`config.mk`:
```
export PLATFORM = sky130hd
export DESIGN_NAME = board_write_scheduler
export DESIGN_NICKNAME = d
export VERILOG_FILES = /design/src/rtl/battleship_pkg.sv /design/src/rtl/wr_fifo.sv /design/src/rtl/board_write_scheduler.sv
export SDC_FILE = /design/constraint.sdc
export NUM_CORES = 1
export LEC_CHECK = 0
export CAP_MARGIN = 20
export CELL_PAD_IN_SITES_DETAIL_PLACEMENT = 1
export CELL_PAD_IN_SITES_GLOBAL_PLACEMENT = 2
export CORE_ASPECT_RATIO = 0.8
export CORE_MARGIN = 2
export CORE_UTILIZATION = 25
export DETAILED_ROUTE_END_ITERATION = 10
export GPL_TIMING_DRIVEN = 1
export MAX_ROUTING_LAYER = met4
export PLACE_DENSITY_LB_ADDON = 0.05
export SLEW_MARGIN = 20
export SYNTH_ARGS = -nofsm -noshare
export SYNTH_HDL_FRONTEND = slang
export SYNTH_SLANG_ARGS = --single-unit
```
`constraint.sdc`:
```
create_clock -name clk -period 4.1 [get_ports clk]
set_clock_uncertainty 0.15 [all_clocks]
set_input_delay 0.615 -clock clk [delete_from_list [all_inputs] [get_ports clk]]
set_output_delay 0.615 -clock clk [all_outputs]
set_load 0.02 [all_outputs]
```
`src/rtl/battleship_pkg.sv`:
```
// Shared board types: cell encoding, queued write payload and scheduler states.
package battleship_pkg;

  localparam int unsigned BOARD_ROWS = 5;
  localparam int unsigned BOARD_COLS = 5;
  localparam int unsigned CELL_W     = 2;
  localparam int unsigned IDX_W      = $clog2(BOARD_ROWS * BOARD_COLS);

  typedef enum logic [CELL_W-1:0] {
    EMPTY = 2'd0,
    BOAT  = 2'd1,
    HIT   = 2'd2,
    MISS  = 2'd3
  } cell_t;

  typedef struct packed {
    logic [IDX_W-1:0] idx;
    cell_t            val;
  } wr_req_t;

  typedef enum logic [1:0] {
    IDLE  = 2'd0,
    DRAIN = 2'd1,
    CLEAR = 2'd2
  } state_t;

endpackage

```
`src/rtl/wr_fifo.sv`:
```
// Synchronous FIFO holding granted cell writes until vertical blanking.
module wr_fifo
  import battleship_pkg::*;
#(
  parameter int unsigned DEPTH = 4
) (
  input  logic                   clk,
  input  logic                   reset,
  input  logic                   i_push,
  input  wr_req_t                i_data,
  input  logic                   i_pop,
  output wr_req_t                o_data,
  output logic                   o_full,
  output logic                   o_empty,
  output logic [$clog2(DEPTH):0] o_count
);

  localparam int unsigned PW = $clog2(DEPTH);
  localparam int unsigned CW = PW + 1;

  wr_req_t         r_mem [DEPTH];
  logic [PW-1:0]   r_wr_ptr;
  logic [PW-1:0]   r_rd_ptr;
  logic [CW-1:0]   r_count;
  logic            w_do_push;
  logic            w_do_pop;

  assign o_full    = (r_count == CW'(DEPTH));
  assign o_empty   = (r_count == '0);
  assign o_count   = r_count;
  assign o_data    = r_mem[r_rd_ptr];
  assign w_do_push = i_push && !o_full;
  assign w_do_pop  = i_pop && !o_empty;

  // Storage write; contents need no reset since count gates visibility.
  always_ff @(posedge clk) begin
    if (w_do_push) r_mem[r_wr_ptr] <= i_data;
  end

  // Pointers and occupancy; power-of-two depth lets the pointers wrap naturally.
  always_ff @(posedge clk or posedge reset) begin
    if (reset) begin
      r_wr_ptr <= '0;
      r_rd_ptr <= '0;
      r_count  <= '0;
    end else begin
      if (w_do_push) r_wr_ptr <= r_wr_ptr + PW'(1);
      if (w_do_pop)  r_rd_ptr <= r_rd_ptr + PW'(1);
      case ({w_do_push, w_do_pop})
        2'b10:   r_count <= r_count + CW'(1);
        2'b01:   r_count <= r_count - CW'(1);
        default: r_count <= r_count;
      endcase
    end
  end

endmodule

```
`src/rtl/board_write_scheduler.sv`:
```
// Board cell store with two-requester write queue; commits only during vblank.
module board_write_scheduler
  import battleship_pkg::*;
#(
  parameter int unsigned ROWS   = BOARD_ROWS,
  parameter int unsigned COLS   = BOARD_COLS,
  parameter int unsigned QDEPTH = 4,
  parameter int unsigned CELLW  = CELL_W
) (
  input  logic                      clk,
  input  logic                      reset,
  input  logic                      vblank,
  input  logic                      p_req,
  input  logic [$clog2(ROWS)-1:0]   p_row,
  input  logic [$clog2(COLS)-1:0]   p_col,
  input  logic [CELLW-1:0]          p_val,
  output logic                      p_gnt,
  input  logic                      c_req,
  input  logic [$clog2(ROWS)-1:0]   c_row,
  input  logic [$clog2(COLS)-1:0]   c_col,
  input  logic [CELLW-1:0]          c_val,
  output logic                      c_gnt,
  input  logic                      clear_req,
  output logic                      clear_done,
  input  logic [$clog2(ROWS)-1:0]   rd_row,
  input  logic [$clog2(COLS)-1:0]   rd_col,
  output logic [CELLW-1:0]          rd_cell,
  output logic [$clog2(QDEPTH):0]   pending,
  output logic                      oob_err
);

  localparam int unsigned NCELLS = ROWS * COLS;
  localparam int unsigned RW     = $clog2(ROWS);
  localparam int unsigned CLW    = $clog2(COLS);
  localparam int unsigned CNTW   = $clog2(QDEPTH) + 1;

  state_t              r_state;
  state_t              w_next_state;
  logic                r_prefer_p;
  logic                r_oob;
  logic                r_clear_pending;
  logic [IDX_W-1:0]    r_clear_idx;
  logic                r_clear_done;
  logic [CELLW-1:0]    r_cells [NCELLS];
  logic [CELLW-1:0]    r_rd_cell;

  logic                w_full;
  logic                w_empty;
  logic [CNTW-1:0]     w_count;
  wr_req_t             w_head;
  wr_req_t             w_push_data;
  logic                w_slot_free;
  logic                w_any_gnt;
  logic [RW-1:0]       w_sel_row;
  logic [CLW-1:0]      w_sel_col;
  logic [CELLW-1:0]    w_sel_val;
  logic                w_in_range;
  logic                w_push;
  logic                w_do_pop;
  logic                w_do_clear;
  logic                w_clear_last;
  logic                w_last_pop;
  logic                w_rd_in_range;
  logic [IDX_W-1:0]    w_rd_idx;

  // Round-robin grant; a slot is only offered against the registered count.
  assign w_slot_free = !w_full && !reset;
  assign p_gnt       = w_slot_free && p_req && (!c_req || r_prefer_p);
  assign c_gnt       = w_slot_free && c_req && (!p_req || !r_prefer_p);
  assign w_any_gnt   = p_gnt || c_gnt;

  // Payload of the granted requester and its range check.
  assign w_sel_row  = c_gnt ? c_row : p_row;
  assign w_sel_col  = c_gnt ? c_col : p_col;
  assign w_sel_val  = c_gnt ? c_val : p_val;
  assign w_in_range = (32'(w_sel_row) < ROWS) && (32'(w_sel_col) < COLS);
  assign w_push     = w_any_gnt && w_in_range;

  assign w_push_data.idx = IDX_W'(32'(w_sel_row) * COLS + 32'(w_sel_col));
  assign w_push_data.val = cell_t'(w_sel_val);

  assign w_clear_last = (r_clear_idx == IDX_W'(NCELLS - 1));
  assign w_last_pop   = (w_count == CNTW'(1)) && !w_push;

  wr_fifo #(
    .DEPTH (QDEPTH)
  ) u_wr_fifo (
    .clk     (clk),
    .reset   (reset),
    .i_push  (w_push),
    .i_data  (w_push_data),
    .i_pop   (w_do_pop),
    .o_data  (w_head),
    .o_full  (w_full),
    .o_empty (w_empty),
    .o_count (w_count)
  );

  // Arbitration pointer: the requester granted last loses the next tie.
  always_ff @(posedge clk or posedge reset) begin
    if (reset)      r_prefer_p <= 1'b1;
    else if (p_gnt) r_prefer_p <= 1'b0;
    else if (c_gnt) r_prefer_p <= 1'b1;
  end

  // Dropped out-of-range write flagged one cycle after its grant.
  always_ff @(posedge clk or posedge reset) begin
    if (reset) r_oob <= 1'b0;
    else       r_oob <= w_any_gnt && !w_in_range;
  end

  // State register.
  always_ff @(posedge clk or posedge reset) begin
    if (reset) r_state <= IDLE;
    else       r_state <= w_next_state;
  end

  // Next state and per-cycle commit actions; work starts on the first blank cycle.
  always_comb begin
    w_next_state = r_state;
    w_do_clear   = 1'b0;
    w_do_pop     = 1'b0;
    case (r_state)
      IDLE: begin
        if (vblank && r_clear_pending) begin
          w_do_clear   = 1'b1;
          w_next_state = w_clear_last ? IDLE : CLEAR;
        end else if (vblank && !w_empty) begin
          w_do_pop     = 1'b1;
          w_next_state = w_last_pop ? IDLE : DRAIN;
        end
      end
      DRAIN: begin
        if (vblank && !w_empty) begin
          w_do_pop     = 1'b1;
          w_next_state = w_last_pop ? IDLE : DRAIN;
        end else begin
          w_next_state = IDLE;
        end
      end
      CLEAR: begin
        if (vblank) begin
          w_do_clear   = 1'b1;
          w_next_state = w_clear_last ? IDLE : CLEAR;
        end else begin
          w_next_state = IDLE;
        end
      end
      default: w_next_state = IDLE;
    endcase
  end

  // Clear bookkeeping: index survives blank gaps; new requests ignored while pending.
  always_ff @(posedge clk or posedge reset) begin
    if (reset) begin
      r_clear_pending <= 1'b0;
      r_clear_idx     <= '0;
      r_clear_done    <= 1'b0;
    end else begin
      r_clear_done <= 1'b0;
      if (w_do_clear && w_clear_last) begin
        r_clear_pending <= 1'b0;
        r_clear_idx     <= '0;
        r_clear_done    <= 1'b1;
      end else begin
        if (w_do_clear) r_clear_idx     <= r_clear_idx + IDX_W'(1);
        if (clear_req)  r_clear_pending <= 1'b1;
      end
    end
  end

  // Cell store: one clear or one queued write per blank cycle.
  always_ff @(posedge clk or posedge reset) begin
    if (reset) begin
      for (int unsigned i = 0; i < NCELLS; i++) r_cells[i] <= '0;
    end else if (w_do_clear) begin
      r_cells[r_clear_idx] <= CELLW'(EMPTY);
    end else if (w_do_pop) begin
      r_cells[w_head.idx] <= CELLW'(w_head.val);
    end
  end

  assign w_rd_in_range = (32'(rd_row) < ROWS) && (32'(rd_col) < COLS);
  assign w_rd_idx      = IDX_W'(32'(rd_row) * COLS + 32'(rd_col));

  // Registered display read; out-of-range addresses read EMPTY.
  always_ff @(posedge clk or posedge reset) begin
    if (reset)              r_rd_cell <= '0;
    else if (w_rd_in_range) r_rd_cell <= r_cells[w_rd_idx];
    else                    r_rd_cell <= '0;
  end

  assign rd_cell    = r_rd_cell;
  assign pending    = w_count;
  assign oob_err    = r_oob;
  assign clear_done = r_clear_done;

endmodule

```
[Yosys cells after proc, flatten, opt, wreduce, memory -nomap -nowiden]
Memories as Yosys holds them, arrays and structs flattened.
Cells that the tools add are included.
Operators by class
  $add $sub $neg: 7
  multipliers: 2
  order comparisons: 9
  equal/unequal tests: 8
  muxes and demuxes: 37
  bitwise operators: 5
  reductions and logical operators: 35
Operator list (number)
  $mux W50: 2
  $and A50 B50 Y50: 1
  $bwmux W50: 1
  $not A50 Y50: 1
  $demux W2 S5: 2
  $mux W2: 10
  $ge A6 B6 Y1 const B: 3
  $not A5 Y6: 3
  $logic_and A1 B1 Y1: 17
  $mux W1: 13
  $lt A3 B3 Y1 const B: 4
  $lt A6 B1 Y1 const B: 2
  $add A5 B3 Y5: 2
  $bmux W2 S5: 1
  $mul A3 B3 Y5 const B: 2
  $mux W5: 2
  $reduce_bool A2 Y1: 5
  $logic_not A1 Y1: 8
  $mux W3: 2
  $pmux W2 S3: 1
  $pmux W3 S2: 1
  $add A5 B1 Y5 const B: 1
  $eq A5 B5 Y1 const B: 1
  $add A2 B1 Y2 const B: 2
  other kinds (11): 16
Word-level totals
  flip-flop bits (word level): 70
  bits in writable memories: 28
  input port bits: 28
  output and inout bits: 9
  memories kept: 1
Memory list
  u_wr_fifo.r_mem: depth 4, width 7, read ports 1, clocked after Yosys merged registers in 0, write ports 1, line wr_fifo.sv:21  | wr_req_t r_mem [DEPTH];

[Depth between registers and ports, before layout]
  depth after elaboration: 15
  mapped depth: 14

[By module]
Synthesis repeated with hierarchy kept, for this count alone.
Unflattened totals
  cell total of the unflattened synthesis: 410
  area, all modules: 5119.9 sq um
By module, submodules not included
  board_write_scheduler: times used 1, cells an instance 335, area each 3666.0 sq um
  wr_fifo: times used 1, cells an instance 75, area each 1453.9 sq um

[Worst setup path after synthesis]
No wires, ideal clock.
  path kind: reg2reg
  start point: register u_wr_fifo.r_count[0], in the netlist u_wr_fifo.o_count[0]
  end point: memory u_wr_fifo.r_mem[0][6] (netlist bit) (data pin)
  data arrival time: 3.289 ns
  slack: 0.389 ns
  cell stages (with the launch flop): 14
  period minus slack after synthesis: 3.711 ns
  cells stage by stage: dfrtp_1 inv_1 ha_1 a21oi_1 nand3_1 inv_2 mux2_2 ha_1 ha_1 ha_1 a21o_1 a21oi_1 xnor2_1 xnor2_1
RTL lines
  start: declaration: line wr_fifo.sv:24  | logic [CW-1:0] r_count;
  start signal: assignment: line wr_fifo.sv:50  | 2'b10: r_count <= r_count + CW'(1);
  start signal: assignment: line wr_fifo.sv:51  | 2'b01: r_count <= r_count - CW'(1);
  start signal: assignment: line wr_fifo.sv:52  | default: r_count <= r_count;
  end: declaration: line wr_fifo.sv:21

==> results.yml <==
synthesis:
  synth.area.top_cells: "dfrtp_1, edfxtp_1, mux2i_1, nand2_1, mux4_2"
  syn-cell-area_mm2: 0.00534
  yosysMostFrequentCell: "nand2_1"
  yosys-top-cells-count: "nand2_1, dfrtp_1, mux2i_1, edfxtp_1, ha_1"
  syn_inst: 483
  synthArstFlopShare: 0.714
  synth_fp_nets: 541
  synth-edff-count: 28
  yosysUniqueCellTypes: 48
  ys_warn_count: 0
  ys_seq_elements: 98
  synth_top_area_frac: 0.323
  yosysSeqAreaShare: 0.486
  synth_ff_type: "dfrtp_1"
  syn-mean-instance-area_um2: 11.1
  yosysTopAreaCell: "dfrtp_1"
critical_path:
  slowest_delay_ns: 0.45
  slowest_stage: "dfrtp_1"
  cp.arrival_ns: 3.56
  cp_max_fo: 5
  crit_path_cell_trace: "inv_1, ha_1, a21oi_1, nand3_1, inv_2, mux2_2, ha_1, ha_1, ha_1, a21o_1, a21oi_1, xnor2_1, xnor2_1"
  end_kind: "register"
  critPathKind: "reg -> reg"
  startpoint_type: "register"
  cp_common_cell: "ha_1"
  worstPathRequired_ns: 4.04
final_layout:
  syn_to_final_growth_pct: 19.0
  fin_cells: 796
  drive_above_1_share: 0.108
  fillers: 2363
  final_net_count: 580
  multi_input_area_mm2: 0.00263
  antenna_cells: 0
  ff_latch_area_mm2: 0.00259
detailed_routing:
  drtIter0Drc: 202
  vias: 3770
  drcViolationCount: 3
  wirelength_um: 15900
  first_pass_iters: 7
  drtAntennaViolNets: 0
  wl_per_cell_um: 20.0
  via_per_inst: 4.74
floorplanning:
  fp.dieW_um: 167
  chipHeight_um: 135
  coreArea_mm2: 0.0208
  start_util: 0.257
  die-area_mm2: 0.0226
  rows: 47
  boundaryPins: 37
timing:
  setup_viol: 0
  setup_ws_ns: 0.474
  fmax_ghz: 0.276
  tns_ns: 0
  post-route-period-util: 0.884
  rsz0062_at_grt: "no"
  maxSlewViolCount: 0
  finalHoldViolCount: 0
  hold_slack_ns: 0.322
  tightest_slew_ns: 0.915
  min_period_ns: 3.63
  relSlewSlack: 0.388
grt:
  grt_pass1_vias: 4093
  grt_overflow: 0
  grt_max_degree: 27
  grt_antenna_before_repair: 0
  track_usage: 0.155
  grt_pass1_wl_um: 25200
cts:
  clock_tree.root_cell: "clkbuf_16"
  clockBufferDepth: 2
  cts_sinks: 98
  numCtsBuffers: 9
  cts_max_level: 3
  cts_setup_buffers: 0
  cts_tree: "done"
  cts_resized: 0
  clkTransAtPathRegs_ns: 0.07
  clock_latency_ns: 0.35
  cts-hold-fix-buffers: 0
place:
  gp_congestion: 0.704
  numPortBuffers: 36
  dp_cells: 780
  dp_hpwl_um: 11800
  dp_slack_ns: 0.168
power:
  p_total_uw: 3560
  power.density_mw_per_mm2: 561
  comb_power_share: 0.360
  power.leakage_uw: 0.00269
  seqPwrFrac: 0.398
  switching_share: 0.380
  switchingPower_uw: 1360
  internal-power_uw: 2210
  p_clk_frac: 0.242
  ir_drop_mv: 0.176
worst_hold_path:
  hp-class: "reg -> reg"
run:
  drv_cap: 0
outcome:
  status: "complete, but fails checks"
  violations: "design-rule violations"
area by class of cell:
cell class,instances,share of cell area
clock inverters,7,0.0108
clock buffers,9,0.0354
inverters,13,0.00768
well taps,269,0.0530
flip-flops and latches,98,0.408
multi-input cells,351,0.413
repair buffers,49,0.0720
sequential cells by signal, summed over array words and instances, names as in the netlist:
name and cells:
u_wr_fifo.r_rd_ptr 2, r_cells 50, u_wr_fifo.r_wr_ptr 2, r_prefer_p 1
oob_err 1, rd_cell 2, u_wr_fifo.o_count 3, u_wr_fifo.r_mem 28
clear_done 1, r_clear_pending 1, r_clear_idx 5, r_state 2
per-stage QoR:
stage / area [um^2] / util
after detailed placement: 6060 / 0.291
after global placement: 6060 / 0.291
after global routing: 6360 / 0.305
after CTS: 6360 / 0.305
after floorplan: 5340 / -
final: 6360 / 0.305
power by group through the flow:
stage                     clock, uW  sequential [uW]  combinational, uW
after floorplan                   0             1350                867
after global routing            934             1450               1440
final                           861             1420               1280
after global placement            0             1450               1300
after detailed placement          0             1440               1310
after CTS                       901             1420               1310
cell families after synthesis:
family | Yosys count | share of synthesized area
AND/OR/NAND/NOR | 189 | 0.164
flip-flops | 98 | 0.486
multiplexers | 75 | 0.181
AO/OA/AOI/OAI | 43 | 0.0478
buffers and inverters | 34 | 0.0255
adder cells (fa/ha/maj) | 30 | 0.0731
XOR/XNOR | 14 | 0.0230
layer usage:
layer,share of wire,GRT usage,vias to the layer above
li1,-,-,1788
met1,0.53,0.224,1929
met2,0.43,0.223,43
met3,0.033,0.0334,10
met4,0.0085,0.0333,0
met5,0,-,-
final timing paths:
| check | startpoint | to | slack (ns) | cells after the start |
|---|---|---|---|---|
| max reg2reg | u_wr_fifo.o_count[0] | u_wr_fifo.r_mem[0][6] | 0.47 | 13 |
| max | u_wr_fifo.o_count[0] | u_wr_fifo.r_mem[0][6] | 0.47 | 13 |
| min | r_prefer_p | r_prefer_p | 0.32 | 2 |
| min in group asynchronous | reset | u_wr_fifo.r_wr_ptr[0] | 0.53 | 2 |
| max in group asynchronous | reset | r_cells[31] | 2.48 | 3 |
| min reg2reg | r_prefer_p | r_prefer_p | 0.32 | 2 |
cells in the final DEF (no fill, tap or decap), drive strengths merged, types with 4 or more instances in the layout:
cell type,synthesis,layout
clkbuf,14,9
dfrtp,69,69
ha,28,28
xor2,5,5
nand2b,8,8
clkdlybuf4s50,0,36
o21ai,23,23
clkinv,0,4
and2,8,8
buf,7,13
nand4,8,8
nand2,102,102
mux4,17,17
nand3,13,13
nand3b,4,4
inv,13,14
mux2,4,4
edfxtp,28,28
nor2,22,22
a21oi,5,5
mux2i,54,54
nor2b,5,5
nor4,5,5
xnor2,9,9
worst max-delay path: cells and delay by family, from the launching register on:
family | cells | cell delay, ns
and+or+nand+nor | 1 | 0.16
AOI/OAI and AO/OA | 3 | 0.56
muxes | 1 | 0.37
buffers and inverters | 2 | 0.22
adders and majority gates | 4 | 1.15
xor gates and xnor gates | 2 | 0.29
DFF | 1 | 0.45
Note: power is estimated with default switching activity, not from simulation.
